$ cat config.mk
export PLATFORM = sky130hd
export DESIGN_NAME = multi_button_arbiter
export DESIGN_NICKNAME = d
export VERILOG_FILES = /design/src/rtl/multi_button_arbiter.sv
export SDC_FILE = /design/constraint.sdc
export NUM_CORES = 1
export LEC_CHECK = 0
export BUFFER_PORTS_ARGS = -buffer_cell sky130_fd_sc_hd__buf_2
export CORE_MARGIN = 2
export CORE_UTILIZATION = 56
export DETAILED_ROUTE_END_ITERATION = 7
export HOLD_SLACK_MARGIN = 0.1
export PLACE_DENSITY = 0.79
export SYNTH_ARGS = -nofsm -noshare
export SYNTH_HDL_FRONTEND = slang
export SYNTH_SLANG_ARGS = --single-unit
$ cat constraint.sdc
create_clock -name clk -period 2.45 [get_ports clk]
set_input_delay 0.49 -clock clk [delete_from_list [all_inputs] [get_ports clk]]
set_output_delay 0.49 -clock clk [all_outputs]
set_load 0.05 [all_outputs]
$ cat src/rtl/multi_button_arbiter.sv
// N-player push-button arbiter: per-button synchroniser and debouncer feeding an
// IDLE/ARMED/LOCKED round FSM that captures the first press(es) and holds the result.
module multi_button_arbiter #(
    parameter int N_PLAYERS       = 2,
    parameter int SYNC_STAGES     = 2,
    parameter int DEBOUNCE_CYCLES = 4,
    parameter int FOUL_EN         = 1,
    localparam int IW             = $clog2(N_PLAYERS)
) (
    input  logic                 clk,
    input  logic                 rst,
    input  logic [N_PLAYERS-1:0] pb,
    input  logic                 arm,
    input  logic                 clear,
    output logic                 push,
    output logic                 push_pulse,
    output logic [N_PLAYERS-1:0] winner,
    output logic [IW-1:0]        winner_idx,
    output logic                 tie,
    output logic                 foul
);

    localparam int CW = $clog2(DEBOUNCE_CYCLES + 1);

    typedef enum logic [1:0] {
        S_IDLE   = 2'd0,
        S_ARMED  = 2'd1,
        S_LOCKED = 2'd2
    } state_t;

    logic [N_PLAYERS-1:0] sync_q [SYNC_STAGES];
    logic [N_PLAYERS-1:0] s;
    logic [N_PLAYERS-1:0] db;
    logic [N_PLAYERS-1:0] db_d;
    logic [CW-1:0]        cnt [N_PLAYERS];
    logic [N_PLAYERS-1:0] press;
    logic [IW-1:0]        idx_nx;
    logic                 multi;
    logic                 capture;
    logic                 capture_foul;
    state_t               state, state_nx;

    always_ff @(posedge clk or negedge rst) begin
        if (!rst) begin
            for (int unsigned k = 0; k < SYNC_STAGES; k++) sync_q[k] <= '0;
        end else begin
            sync_q[0] <= pb;
            for (int unsigned k = 1; k < SYNC_STAGES; k++) sync_q[k] <= sync_q[k-1];
        end
    end

    assign s = sync_q[SYNC_STAGES-1];

    // A mismatch must persist DEBOUNCE_CYCLES consecutive cycles; any agreement restarts the count.
    always_ff @(posedge clk or negedge rst) begin
        if (!rst) begin
            db   <= '0;
            db_d <= '0;
            for (int unsigned i = 0; i < N_PLAYERS; i++) cnt[i] <= '0;
        end else begin
            db_d <= db;
            for (int unsigned i = 0; i < N_PLAYERS; i++) begin
                if (s[i] != db[i]) begin
                    if (cnt[i] == CW'(DEBOUNCE_CYCLES - 1)) begin
                        db[i]  <= s[i];
                        cnt[i] <= '0;
                    end else begin
                        cnt[i] <= cnt[i] + 1'b1;
                    end
                end else begin
                    cnt[i] <= '0;
                end
            end
        end
    end

    assign press = db & ~db_d;
    assign multi = |(press & (press - {{(N_PLAYERS-1){1'b0}}, 1'b1}));

    always_comb begin
        idx_nx = '0;
        for (int unsigned i = N_PLAYERS; i > 0; i--) begin
            if (press[i-1]) idx_nx = IW'(i - 1);
        end
    end

    always_comb begin
        state_nx     = state;
        capture      = 1'b0;
        capture_foul = 1'b0;
        case (state)
            S_IDLE: begin
                if (clear) begin
                    state_nx = S_IDLE;
                end else if (arm) begin
                    state_nx = S_ARMED;
                end else if ((|press) && (FOUL_EN != 0)) begin
                    state_nx     = S_LOCKED;
                    capture      = 1'b1;
                    capture_foul = 1'b1;
                end
            end
            S_ARMED: begin
                if (clear) begin
                    state_nx = S_IDLE;
                end else if (arm) begin
                    state_nx = S_ARMED;
                end else if (|press) begin
                    state_nx = S_LOCKED;
                    capture  = 1'b1;
                end
            end
            S_LOCKED: begin
                if (clear) state_nx = S_IDLE;
            end
            default: state_nx = S_IDLE;
        endcase
    end

    always_ff @(posedge clk or negedge rst) begin
        if (!rst) begin
            state      <= S_IDLE;
            push       <= 1'b0;
            push_pulse <= 1'b0;
            winner     <= '0;
            winner_idx <= '0;
            tie        <= 1'b0;
            foul       <= 1'b0;
        end else begin
            state      <= state_nx;
            push       <= (state_nx == S_LOCKED);
            push_pulse <= capture;
            if (capture) begin
                winner     <= press;
                winner_idx <= idx_nx;
                tie        <= multi;
                foul       <= capture_foul;
            end else if (state_nx != S_LOCKED) begin
                winner     <= '0;
                winner_idx <= '0;
                tie        <= 1'b0;
                foul       <= 1'b0;
            end
        end
    end

endmodule
### Word-level counts from Yosys, hierarchy flattened

Cells that the tools add are included.

* add/sub/neg operators: 3
* multipliers: 0
* div/mod/pow operators: 0
* magnitude comparators: 0
* equality and inequality tests: 8
* shifts and indexed selects: 0
* mux-type cells: 22
* bitwise gates (word level): 3
* reductions and logical operators: 7

Operator list (number)
* 2-to-1 mux 2 bit: 6
* 2-to-1 mux 3 bit: 4
* 2-to-1 mux 1 bit: 11
* adder 3 x 1 -> 3 bit, second input constant: 2
* equality test 3 x 2 -> 1 bit, second input constant: 2
* OR reduction 2 bit: 3
* bitwise AND 2 bit: 2
* equality test 2 bit, second input constant: 2
* one-hot mux 2 bit (2 select lines): 1
* AND reduction 2 bit: 2
* equality test 2 x 1 -> 1 bit, second input constant: 1
* logical NOT 2 bit: 1
* != test 1 bit: 2
* != test 2 bit, second input constant: 1
* NOT 2 bit: 1
* nonzero test 2 bit: 1
* subtractor 2 x 1 -> 2 bit, second input constant: 1

* flip-flop bits (word level): 23
* latch bits: 0
* RAM bits: 0
* ROM bits: 0
* input port bits: 6
* output and inout bits: 7
* logic and storage cells: 57
* memories: 0

### Longest topological paths before layout

* depth after elaboration: 10
* gate-level depth with buffers: 3
* depth with buffers taken out: 3

### Least setup slack after synthesis

No wires, ideal clock.

* path type: flip-flop to flip-flop
* from: register cnt[0] (netlist name)
* to: register db[1]
* setup time: 0.125 ns
* arrival: 1.012 ns
* required time: 2.325 ns
* slack: 1.313 ns
* stages on the path, launching flop included: 4
* path buffers: 0
* period minus slack after synthesis: 1.137 ns
* cell sequence: dfrtp_1 -> ha_1 -> nor2b_1 -> mux2_2

* word-level cells in the longest chain between the ends: 2

Ends and longest elaborated chain
* start, declared: RTL line 35 `logic [CW-1:0] cnt [N_PLAYERS];`
* start signal, assigned by index: RTL line 68 `cnt[i] <= cnt[i] + 1'b1;`
* equality test 3 x 2 -> 1 bit: RTL line 64 `if (cnt[i] == CW'(DEBOUNCE_CYCLES - 1)) begin`
* AND reduction 2 bit (no line)
* end signal, assigned by index: RTL line 65 `db[i] <= s[i];`
* end, declared: RTL line 33 `logic [N_PLAYERS-1:0] db;`

Every way passes these cells.
A chain may end at the register's enable or synchronous reset.

### Final worst setup path

* from: register winner_idx
* to: output port winner_idx

RTL lines
* start, declared: RTL line 18 `output logic [IW-1:0] winner_idx,`
* start signal, assigned: RTL line 135 `winner_idx <= idx_nx;`

No word-level cell between the ends.

==> flow_metrics.tcl <==
set metrics [dict create \
    cts.reportedPaths.clkPinSlew_ns 0.11 \
    syn_avg_cell_area_um2 13.9 \
    clkSinkCount 23 \
    hpwl_um 906 \
    cp.required_ns 1.96 \
    holdBufCountCts 0 \
    gr-usage-met1_pct 19.3 \
    drc 0 \
    drt_wl_total_mm 1.14 \
    grt.overflow.total 0 \
    setup_viol 0 \
    finalClockSkew_ns 0.00391 \
    critPathMaxStageDelay_ns 0.37 \
    vias 475 \
    syn_inst 60 \
    antenna_left 0 \
    cp_num_buf_inv 1 \
    yosysTopAreaCell "dfrtp_1" \
    via_per_inst 5.22 \
    ios 13 \
    wl_per_cell_um 12.6 \
    crit_chain "buf_2" \
    cts.htree.levels 1 \
    cp.arrival_ns 0.93 \
    cts_root_buf "clkbuf_4" \
    hold_viol 0 \
    synth_edf_count 0 \
    yosys.cell_count.top_type "dfrtp_1" \
    synthFlopType "dfrtp_1" \
    drive_above_1_share_pct 27.6 \
    met2_usage_pct 23.6 \
    die_area_um2 1820 \
    syn_area_um2 836 \
    cp_top_family "flip-flops" \
    synth-seq-cells 23 \
    nets 85 \
    placementRows 13 \
    gp_congestion 0.812 \
    fp.coreArea_um2 1350 \
    start_kind "register" \
    async_flop_share_pct 100 \
    synth_common_cells "23 x dfrtp_1, 8 x nand2_1, 4 x nor2b_1" \
    powerDensity_nw_per_um2 1040 \
    post-cts-setup-buffer-count 0 \
    worstMarginPinSlew_ns 0.492 \
    synthesis.nets 68 \
    busiest_layer "met2" \
    die_w_um 42.6 \
    end_kind "primary output" \
    die_height_um 42.6 \
    synth.area.top_cells "dfrtp_1 69%, nand2_1 3.6%, ha_1 3.0%" \
    finalMaxSlewViolations 0 \
    fin_hold_ws_ns 0.138 \
    power.total_uw 975 \
    drt_first_pass_iters 4 \
    antenna_cells 0 \
    grtUsageMet3_pct 2.59 \
    cts_tree "done" \
    slowest_stage "dfrtp_1" \
    p_leak_nw 0.480 \
    timing.slew.headroom_pct 67.2 \
    grt_max_degree 24 \
    synthDistinctLibCells 17 \
    cts_buffers 3 \
    area_growth_pct 12.6 \
    hold_class "input pin to asynchronous set/reset pin" \
    grt_pass1_wl_mm 2.03 \
    groute.usage.overall_pct 15.5 \
    grt_antenna_before_repair 0 \
    path_max_fanout 2 \
    synth_top_area_share_pct 68.9 \
    ctsLongestPathBuffers 2 \
    cts_resized 0 \
    fin_crit_sh_pct 58.1 \
    drt-initial-drc-count 11 \
    ys_seq_area_share_pct 68.9 \
    status "finished clean" \
    start_util_pct 61.9 \
    period_needed_ns 1.42 \
    ys_warn_count 0 \
    clock_latency_ns 0.30 \
    max_freq_ghz 0.703 \
    setup_tns_ns 0 \
    io_buffers 12 \
    rsz0062_at_grt "false" \
    grt_pass1_vias 473 \
    ir_drop_v 0.000551 \
    cap_violations 0 \
    crit_type "register to primary output" \
]
-- logic make-up after synthesis --
family | share of synthesized area [%]
muxes | 2.69
DFF | 68.9
buffers and inverters | 0.899
adders and majority gates | 2.99
xor gates and xnor gates | 2.10
and+or+nand+nor | 17.8
AOI/OAI and AO/OA | 4.64
-- path summary, 6_finish.rpt --
| kind | start | end | slack [ns] | depth (start not counted) |
|---|---|---|---|---|
| worst max register to register | cnt[0] | db[1] | 1.21 | 3 |
| max in group asynchronous | rst | winner_idx | 1.98 | 1 |
| min in group clk | pb[1] | sync_q[3] | 0.29 | 1 |
| worst max-delay path | winner_idx | winner_idx | 1.03 | 1 |
| worst min-delay path | rst | push | 0.14 | 1 |
| worst min register to register | sync_q[2] | s[0] | 0.36 | 0 |
-- report_power, final --
part / total (mW) / switching (mW) / internal [mW] / leakage, nW
Clock: 0.163 / 0.0993 / 0.0633 / 0.0150
Sequential: 0.530 / 0.0598 / 0.470 / 0.296
Combinational: 0.282 / 0.170 / 0.112 / 0.169
Total: 0.975 / 0.329 / 0.646 / 0.480
-- per-stage QoR --
step                      cells  utilization [%]  cell area (um^2)  setup WS [ns]
after floorplan              60                -               836           1.31
after global placement       87             67.7               915           1.26
after detailed placement     87             67.7               915           1.23
after CTS                    91             69.7               941           1.00
after global routing         91             69.7               941          0.975
final                        91             69.7               941           1.03
-- registers in the layout, summed over array words and instances (netlist names) --
name / flops
sync_q: 2
db_d: 2
state: 2
push_pulse: 1
foul: 1
cnt: 6
push: 1
s: 2
winner: 2
winner_idx: 1
db: 2
tie: 1
-- cell usage in the layout (no fill, tap or decap), types with 2 or more instances in the layout --
master    netlist  final
dfrtp_1        23     23
nor3_1          3      3
buf_2           0     12
xnor2_1         2      2
clkbuf_4        0      3
o21ai_1         3      3
nor2b_1         4      4
inv_1           2      2
mux2_2          2      2
nand2_1         8      8
nor3b_1         3      3
ha_1            2      2
nand2b_1        2      2
-- metal layers --
metal  wire length (um)  part of all wire [%]  up-vias
li1                   -                     -      235
met1                537                    47      221
met2                528                    46       15
met3                 51                   4.5        4
met4                 26                   2.3        0
met5                  0                     0        -
-- final cells by class --
type	instances	area [um^2]
Clock buffer	4	26.3
Timing Repair Buffer	12	60.1
Sequential cell	23	576
Inverter	2	7.51
Tap cell	15	18.8
Fill cell	100	409
Multi-Input combinational cell	35	253
(Power assumes the default switching activity.)
